==> src/rtl/queue_reader_if.sv <==
// Bundle between queue_reader, the indexed queue's op port and the downstream stream.
// master is the reader side, slave is the queue/consumer side.
interface queue_reader_if #(
  parameter int DATA_SIZE = 64,
  parameter int PTR_WIDTH = 6
);
  logic [2:0]           q_op_flag;
  logic [PTR_WIDTH-1:0] q_op_index;
  logic [DATA_SIZE-1:0] q_op_data;
  logic [DATA_SIZE-1:0] q_pop_data;
  logic                 q_empty;
  logic                 q_error_time;
  logic                 m_valid;
  logic [DATA_SIZE-1:0] m_data;
  logic                 m_ready;

  modport master (
    output q_op_flag, q_op_index, q_op_data, m_valid, m_data,
    input  q_pop_data, q_empty, q_error_time, m_ready
  );

  modport slave (
    input  q_op_flag, q_op_index, q_op_data, m_valid, m_data,
    output q_pop_data, q_empty, q_error_time, m_ready
  );
endinterface

==> src/rtl/queue_reader.sv <==
// Consumer-side engine for the indexed queue: pops entries, drops pops flagged by
// error_time, and streams the good ones in order through a small output FIFO.
module queue_reader #(
  parameter int         DATA_SIZE = 64,
  parameter int         FIFO_SIZE = 64,
  parameter int         PTR_WIDTH = $clog2(FIFO_SIZE),
  parameter int         OUT_DEPTH = 4,
  parameter int         RETRY_GAP = 2,
  parameter logic [2:0] OP_IDLE   = 3'b000,
  parameter logic [2:0] OP_POP    = 3'b101
) (
  input  logic          clk,
  input  logic          reset,
  input  logic          enable,
  queue_reader_if.master bus,
  output logic [31:0]   pop_count,
  output logic [15:0]   retry_count,
  output logic          busy
);

  localparam int AW    = $clog2(OUT_DEPTH);
  localparam int OCC_W = AW + 1;
  localparam int BO_W  = $clog2(RETRY_GAP + 1);
  localparam logic [OCC_W:0] DEPTH_LIM = OUT_DEPTH[OCC_W:0];
  localparam logic [BO_W-1:0] GAP_INIT = RETRY_GAP[BO_W-1:0];
  localparam logic [BO_W-1:0] GAP_ONE  = {{(BO_W-1){1'b0}}, 1'b1};

  typedef enum logic {RUN, BACKOFF} state_t;

  function automatic logic [15:0] sat_inc16(input logic [15:0] v);
    return (v == 16'hFFFF) ? v : v + 16'd1;
  endfunction

  state_t               state;
  logic [BO_W-1:0]      bo_cnt;
  logic                 cap_vld_p1;
  logic [DATA_SIZE-1:0] cap_data_p1;
  logic [DATA_SIZE-1:0] mem [OUT_DEPTH];
  logic [AW-1:0]        wr_ptr;
  logic [AW-1:0]        rd_ptr;
  logic [OCC_W-1:0]     occ;

  logic                 issue;
  logic                 wr_en;
  logic                 rd_en;
  logic                 err_hit;
  logic                 fifo_nonempty;
  logic [OCC_W:0]       credit_used;

  // The in-flight capture holds a FIFO slot, so a pop is only allowed when both fit.
  assign credit_used   = {1'b0, occ} + {{OCC_W{1'b0}}, cap_vld_p1};
  assign err_hit       = cap_vld_p1 && bus.q_error_time;
  assign wr_en         = cap_vld_p1 && !bus.q_error_time;
  assign fifo_nonempty = (occ != '0);
  assign rd_en         = fifo_nonempty && bus.m_ready;

  assign issue = !reset && (state == RUN) && enable && !bus.q_empty &&
                 (credit_used < DEPTH_LIM) && !err_hit;

  assign bus.q_op_flag  = issue ? OP_POP : OP_IDLE;
  assign bus.q_op_index = '0;
  assign bus.q_op_data  = '0;
  assign bus.m_valid    = fifo_nonempty;
  assign bus.m_data     = fifo_nonempty ? mem[rd_ptr] : '0;
  assign busy           = cap_vld_p1 || fifo_nonempty;

  always_ff @(posedge clk) begin
    if (reset) begin
      state       <= RUN;
      bo_cnt      <= '0;
      cap_vld_p1  <= 1'b0;
      occ         <= '0;
      wr_ptr      <= '0;
      rd_ptr      <= '0;
      pop_count   <= '0;
      retry_count <= '0;
    end else begin
      cap_vld_p1 <= issue;

      unique case (state)
        RUN: begin
          if (err_hit) begin
            state  <= BACKOFF;
            bo_cnt <= GAP_INIT;
          end
        end
        BACKOFF: begin
          bo_cnt <= bo_cnt - GAP_ONE;
          if (bo_cnt <= GAP_ONE) state <= RUN;
        end
        default: state <= RUN;
      endcase

      if (wr_en) begin
        wr_ptr    <= wr_ptr + 1'b1;
        pop_count <= pop_count + 32'd1;
      end
      if (err_hit) retry_count <= sat_inc16(retry_count);
      if (rd_en)   rd_ptr <= rd_ptr + 1'b1;

      unique case ({wr_en, rd_en})
        2'b10:   occ <= occ + 1'b1;
        2'b01:   occ <= occ - 1'b1;
        default: occ <= occ;
      endcase
    end
  end

  // p1: pop data captured the cycle after the pop; p2: entry lands in the output FIFO
  always_ff @(posedge clk) begin
    if (issue) cap_data_p1 <= bus.q_pop_data;
    if (wr_en) mem[wr_ptr] <= cap_data_p1;
  end

endmodule

==> src/flat_wrapper.sv <==
// flat-port wrapper written by rule: the top's interface ports become plain ports
module queue_reader_flat 
#(
  parameter int         DATA_SIZE = 64,
  parameter int         FIFO_SIZE = 64,
  parameter int         PTR_WIDTH = $clog2(FIFO_SIZE),
  parameter int         OUT_DEPTH = 4,
  parameter int         RETRY_GAP = 2,
  parameter logic [2:0] OP_IDLE   = 3'b000,
  parameter logic [2:0] OP_POP    = 3'b101
)
  (clk, reset, enable, pop_count, retry_count, busy, bus_q_op_flag, bus_q_op_index, bus_q_op_data, bus_m_valid, bus_m_data, bus_q_pop_data, bus_q_empty, bus_q_error_time, bus_m_ready);
  queue_reader_if #(.DATA_SIZE(DATA_SIZE), .PTR_WIDTH(PTR_WIDTH)) bus_i ();
  input  logic clk;
  input  logic reset;
  input  logic enable;
  output logic [31:0] pop_count;
  output logic [15:0] retry_count;
  output logic busy;
  output wire logic [$bits(bus_i.q_op_flag)-1:0] bus_q_op_flag;
  output wire logic [$bits(bus_i.q_op_index)-1:0] bus_q_op_index;
  output wire logic [$bits(bus_i.q_op_data)-1:0] bus_q_op_data;
  output wire logic [$bits(bus_i.m_valid)-1:0] bus_m_valid;
  output wire logic [$bits(bus_i.m_data)-1:0] bus_m_data;
  input wire logic [$bits(bus_i.q_pop_data)-1:0] bus_q_pop_data;
  input wire logic [$bits(bus_i.q_empty)-1:0] bus_q_empty;
  input wire logic [$bits(bus_i.q_error_time)-1:0] bus_q_error_time;
  input wire logic [$bits(bus_i.m_ready)-1:0] bus_m_ready;
  assign bus_q_op_flag = bus_i.q_op_flag;
  assign bus_q_op_index = bus_i.q_op_index;
  assign bus_q_op_data = bus_i.q_op_data;
  assign bus_m_valid = bus_i.m_valid;
  assign bus_m_data = bus_i.m_data;
  assign bus_i.q_pop_data = bus_q_pop_data;
  assign bus_i.q_empty = bus_q_empty;
  assign bus_i.q_error_time = bus_q_error_time;
  assign bus_i.m_ready = bus_m_ready;
  queue_reader #(.DATA_SIZE(DATA_SIZE), .FIFO_SIZE(FIFO_SIZE), .PTR_WIDTH(PTR_WIDTH), .OUT_DEPTH(OUT_DEPTH), .RETRY_GAP(RETRY_GAP), .OP_IDLE(OP_IDLE), .OP_POP(OP_POP)) u_core (.clk(clk), .reset(reset), .enable(enable), .bus(bus_i), .pop_count(pop_count), .retry_count(retry_count), .busy(busy));
endmodule
==> config.mk <==
export PLATFORM = sky130hd
export DESIGN_NAME = queue_reader_flat
export DESIGN_NICKNAME = d
export VERILOG_FILES = /design/src/rtl/queue_reader_if.sv /design/src/rtl/queue_reader.sv /design/src/flat_wrapper.sv
export SDC_FILE = /design/constraint.sdc
export NUM_CORES = 1
export LEC_CHECK = 0
export ABC_AREA = 1
export BUFFER_PORTS_ARGS = -buffer_cell sky130_fd_sc_hd__buf_4
export CAP_MARGIN = 20
export CORE_MARGIN = 3
export CORE_UTILIZATION = 40
export DETAILED_ROUTE_END_ITERATION = 8
export PLACE_DENSITY_LB_ADDON = 0.08
export SETUP_SLACK_MARGIN = 0.05
export SLEW_MARGIN = 20
export SYNTH_ARGS = -nofsm -noshare
export SYNTH_HDL_FRONTEND = slang
export SYNTH_SLANG_ARGS = --single-unit
==> constraint.sdc <==
create_clock -name clk -period 13.2 [get_ports clk]
set_input_delay 0 -clock clk [delete_from_list [all_inputs] [get_ports clk]]
set_output_delay 0 -clock clk [all_outputs]
set_load 0.02 [all_outputs]
; After elaboration in Yosys (flattened, before gate mapping)
; Memories as Yosys holds them, arrays and structs flattened. A register that Yosys moved wholly into a read port is not among the register bits.
; Index checks and enable logic that the tools add are counted.
; Widths: inputs -> output; s select.
[totals]
reg_bits = 123
latch_bits = 0
ram_bits = 256
romBits = 0
input_bits = 70
output_inout_bits = 187
mem_count = 1
[memory_table]
columns = name, words, word_bits, rd, rd_clocked_by_memory_dff, write_ports, line
row1 = u_core.mem, 4, 64, 1, 1, 1, queue_reader.sv:38  ; logic [DATA_SIZE-1:0] mem [OUT_DEPTH];
[op_classes]
n_addsub = 8
multipliers = 0
div_mod_pow = 0
n_lt_le_gt_ge = 2
eq_ne = 4
shift = 0
mux = 12
bitwise = 2
reduce_logical = 16
[op_table]
columns = cell, count
row1 = $mux 64, 1
row2 = $add 32x1->32 const B, 1
row3 = $add 16x1->16 const B, 1
row4 = $eq 16x16->1 const B, 1
row5 = $logic_and 1x1->1, 8
row6 = $mux 2, 3
row7 = $pmux 3 s2, 1
row8 = $add 2x1->2 const B, 2
row9 = $add 3x1->4, 1
row10 = $logic_not 1->1, 4
row11 = $lt 4x3->1 const B, 1
row12 = $mux 1, 4
row13 = $pmux 2 s2, 1
row14 = $add 3x1->3 const B, 1
row15 = $mux 3, 1
row16 = $reduce_bool 3->1, 1
row17 = $sub 3x1->3 const B, 1
row18 = $eq 2x1->1 const B, 1
row19 = $eq 2x2->1 const B, 1
row20 = $le 2x1->1 const B, 1
row21 = $ne 2x1->1 const B, 1
row22 = $not 1->1, 2
row23 = $pmux 1 s2, 1
row24 = $reduce_and 2->1, 1
row25 = 3 further kinds, 3

; Longest topological paths before layout
[depth]
depth_word = 7
ltp_mapped = 11
ltp_nobuf = 9

; Worst setup path after synthesis
; Ideal clock, no wire load.
[synth_timing]
kind = reg-to-output
start = register u_core.cap_vld_p1
end = output port bus_q_op_flag[0]
t_arrival_ns = 6.473
required_time_ns = 13.200
setup_slack_ns = 6.727
stages_incl_launch_ff = 7
path_cell_list = dfxtp_1 nand2_1 inv_1 nor2_1 inv_1 a311oi_1 buf_4
[synth_via]
elab_chain_cells = 5
word_cells_on_any_way = 7
[synth_rtl]
columns = element, line
row1 = "start, declared", queue_reader.sv:36  ; logic cap_vld_p1;
row2 = "start signal, assigned", queue_reader.sv:78  ; cap_vld_p1 <= issue;
row3 = $add 3x1->4, queue_reader.sv:51  ; assign credit_used = {1'b0, occ} + {{OCC_W{1'b0}}, cap_vld_p1};
row4 = $lt 4x3->1, queue_reader.sv:58  ; (credit_used < DEPTH_LIM) && !err_hit;
row5 = $logic_and 1x1->1, queue_reader.sv:57  ; assign issue = !reset && (state == RUN) && enable && !bus.q_empty &&
row6 = $logic_and 1x1->1 (*), queue_reader.sv:58
row7 = via u_core.issue, queue_reader.sv:43  ; logic issue;
row8 = $mux 3 (*), queue_reader.sv:60  ; assign bus.q_op_flag = issue ? OP_POP : OP_IDLE;
row9 = "end, declared", flat_wrapper.sv:20  ; output wire logic [$bits(bus_i.q_op_flag)-1:0] bus_q_op_flag;
; The timed path passes the listed nets; every way through them passes the cells marked *.

==> flow_summary.ini <==
[sta]
hold_viol = 0
worst_pin_slew_ns = 1.045
final_max_slew_viol_count = 0
max_freq_ghz = 0.3276
min_period_ns = 3.053
setup_viol = 0
skew_ns = 0.01260
hold_slack_ns = 0.1850
slew-limit-headroom_pct = 30.33
setup_ws_ns = 10.15
rsz0062_at_grt = no
finalCritPeriodShare_pct = 23.13
tns_ns = 0

[routing]
dr.pass1.iters = 5
dr_total_vias = 10297
wl_um = 36370
viasPerCell = 4.708
drt_iter0_drc = 476
wl_per_cell_um = 16.63
drtAntennaViolNets = 0
drcViolationCount = 0

[power]
power_density_nw_per_um2 = 140.1
p_leak_uw = 0.007154
ir_drop_v = 0.00009277

[clock_tree]
clk_pin_slew_ns = 0.06
clock_latency_ns = 0.53
cts.sinks = 381
clk_path_buf_depth = 3
cts_tree = done
cts_made_buffers = 42
h-tree-depth = 2
cts_setup_buffers = 0
cts_root_buf = clkbuf_16

[min_path]
hold_path.class = in2reg
hold_path_depth = 2

[finish]
area_growth_pct = 23.11
drive_above_1_share_pct = 17.74
final_common_cell = nor2_1
seqCellArea_sq_um = 10840
final.fill_count = 3416
layout_common_cells = nor2_1, edfxtp_1, buf_4
multi_input_area_sq_um = 4063
postLayoutCellArea_sq_um = 19310
layout.nets = 1721

[synth]
yosys-top-cells-area = edfxtp_1, nor2_1, dfxtp_1
async_flop_share_pct = 0
synth_top_area_share_pct = 61.27
synth-seq-area-share_pct = 69.06
yosys.area.top_type = edfxtp_1
synth_warnings = 0
synth.distinct_cells = 42
ys_ff_latch = 381
synth_area_sq_um = 15680
syn_area_per_cell_sq_um = 11.26
synth_cells = 1393
synth_edf_count = 320
synth_ff_type = edfxtp_1

[grt]
grt_pass1_wl_um = 56790
grt_pass1_vias = 10375
globalRouteMet3Util_pct = 3.695
antenna_found_initial = 2
busiest_layer = met2
gr-usage-met2_pct = 29.83
grt-ovfl-total = 0
grt_max_degree = 103
grt_util_met1_pct = 22.19
gr-usage-all-layers_pct = 17.27

[place]
place_hpwl_um = 20680
pre_cts_slack_ns = 10.64
placed_area_sq_um = 17300
finalWeightedCongestion = 0.7959
io_buffers = 185

[worst_setup_path]
crit_type = reg2out
end_kind = primary output
worst_setup_path_start_kind = flop
arrival_ns = 3.05
worstRegToRegCells = 8
reg2reg_slack_ns = 10.87
cp_data_required_time_ns = 13.20
cp_max_fo = 102

[die]
start_util_pct = 41.15
rows = 71
die_area_sq_um = 41620
core_area_sq_um = 38110
io-pin-count = 257
fp.dieH_um = 204.0
die-width_um = 204.0

[run_status]
run_status = finished clean

[flow_run]
drv_cap = 0
metal layers:
| layer | vias up | routed length, um |
|---|---|---|
| met5 | - | 0 |
| met4 | 0 | 649 |
| met3 | 42 | 1979 |
| met2 | 227 | 17810 |
| met1 | 4903 | 15930 |
| li1 | 5125 | - |
kinds of logic (layout without fill, tap and decap cells):
kind of cell / count (synthesis) / in the layout / share of synthesized area (%)
AOI/OAI and AO/OA: 251 / 251 / 8.178
adders and majority gates: 9 / 9 / 0.7659
and+or+nand+nor: 534 / 534 / 14.31
xor gates and xnor gates: 11 / 11 / 0.6143
other: 1 / 73 / 0.02391
buffers and inverters: 206 / 417 / 7.045
DFF: 381 / 381 / 69.06
stage by stage:
stage	power, uW	util (%)	cells
after floorplan	1517	-	1463
final	2706	50.66	2187
after global routing	2818	50.66	2187
after global placement	1606	45.39	2039
after CTS	2744	50.65	2185
after detailed placement	1608	45.39	2039
critical path: stages (launching register included):
cell	delay, ns
dfxtp_4	0.71
clkinv_2	0.45
buf_4	0.52
o21ai_0	0.36
a21oi_1	0.16
buf_4	0.23
power breakdown:
part	internal, uW	total [uW]	switching (uW)
Combinational	92.0	264	172
Clock	657	1110	454
Sequential	1310	1330	17.9
Total	2060	2710	644
layout make-up:
| class | count | share of cell area (%) |
|---|---|---|
| Clock inverter | 21 | 0.9397 |
| Multi-Input combinational cell | 876 | 21.04 |
| Clock buffer | 55 | 5.807 |
| Antenna cell | 2 | 0.02592 |
| Sequential cell | 381 | 56.13 |
| Timing Repair Buffer | 267 | 11.29 |
| Inverter | 74 | 1.452 |
| Tap cell | 511 | 3.312 |
cells in the mapped netlist, types with 2 or more instances:
master	number
a21oi_1	97
a311oi_1	2
buf_1	11
buf_2	24
buf_4	74
buf_6	3
clkbuf_1	20
dfxtp_1	61
edfxtp_1	320
ha_1	8
inv_1	68
inv_2	5
nand2_1	117
nand2_2	4
nand3_1	32
nand3_2	3
nand4_1	16
nor2_1	334
nor2_2	5
nor2_4	7
nor3_1	8
nor3b_1	2
o21ai_0	141
o21ai_1	4
xnor2_1	5
xor2_1	6
sequential cells by signal (all words and copies together), names as in the netlist, named ones only:
register and flops:
u_core.bo_cnt 2, u_core.cap_data_p1 64, u_core.cap_vld_p1 1, u_core.mem 256, u_core.occ 3, u_core.pop_count 32, u_core.rd_ptr 2, u_core.retry_count 16
u_core.state 1, u_core.wr_ptr 2
final timing paths:
kind | end | from
worst max register to register | u_core.retry_count[2] | u_core.retry_count[0]
worst min register to register | flop | u_core.rd_ptr[1]
worst min-delay path | u_core.cap_data_p1[44] | bus_q_pop_data[44]
worst max-delay path | bus_m_data[52] | flop
repair_timing:
action | 4_1_cts | 5_1_grt
gates resized for setup | 0 | 0
endpoints found under the hold margin | 93 | 0
hold buffers | 70 | 0
Note: power is estimated with default switching activity, not from simulation.
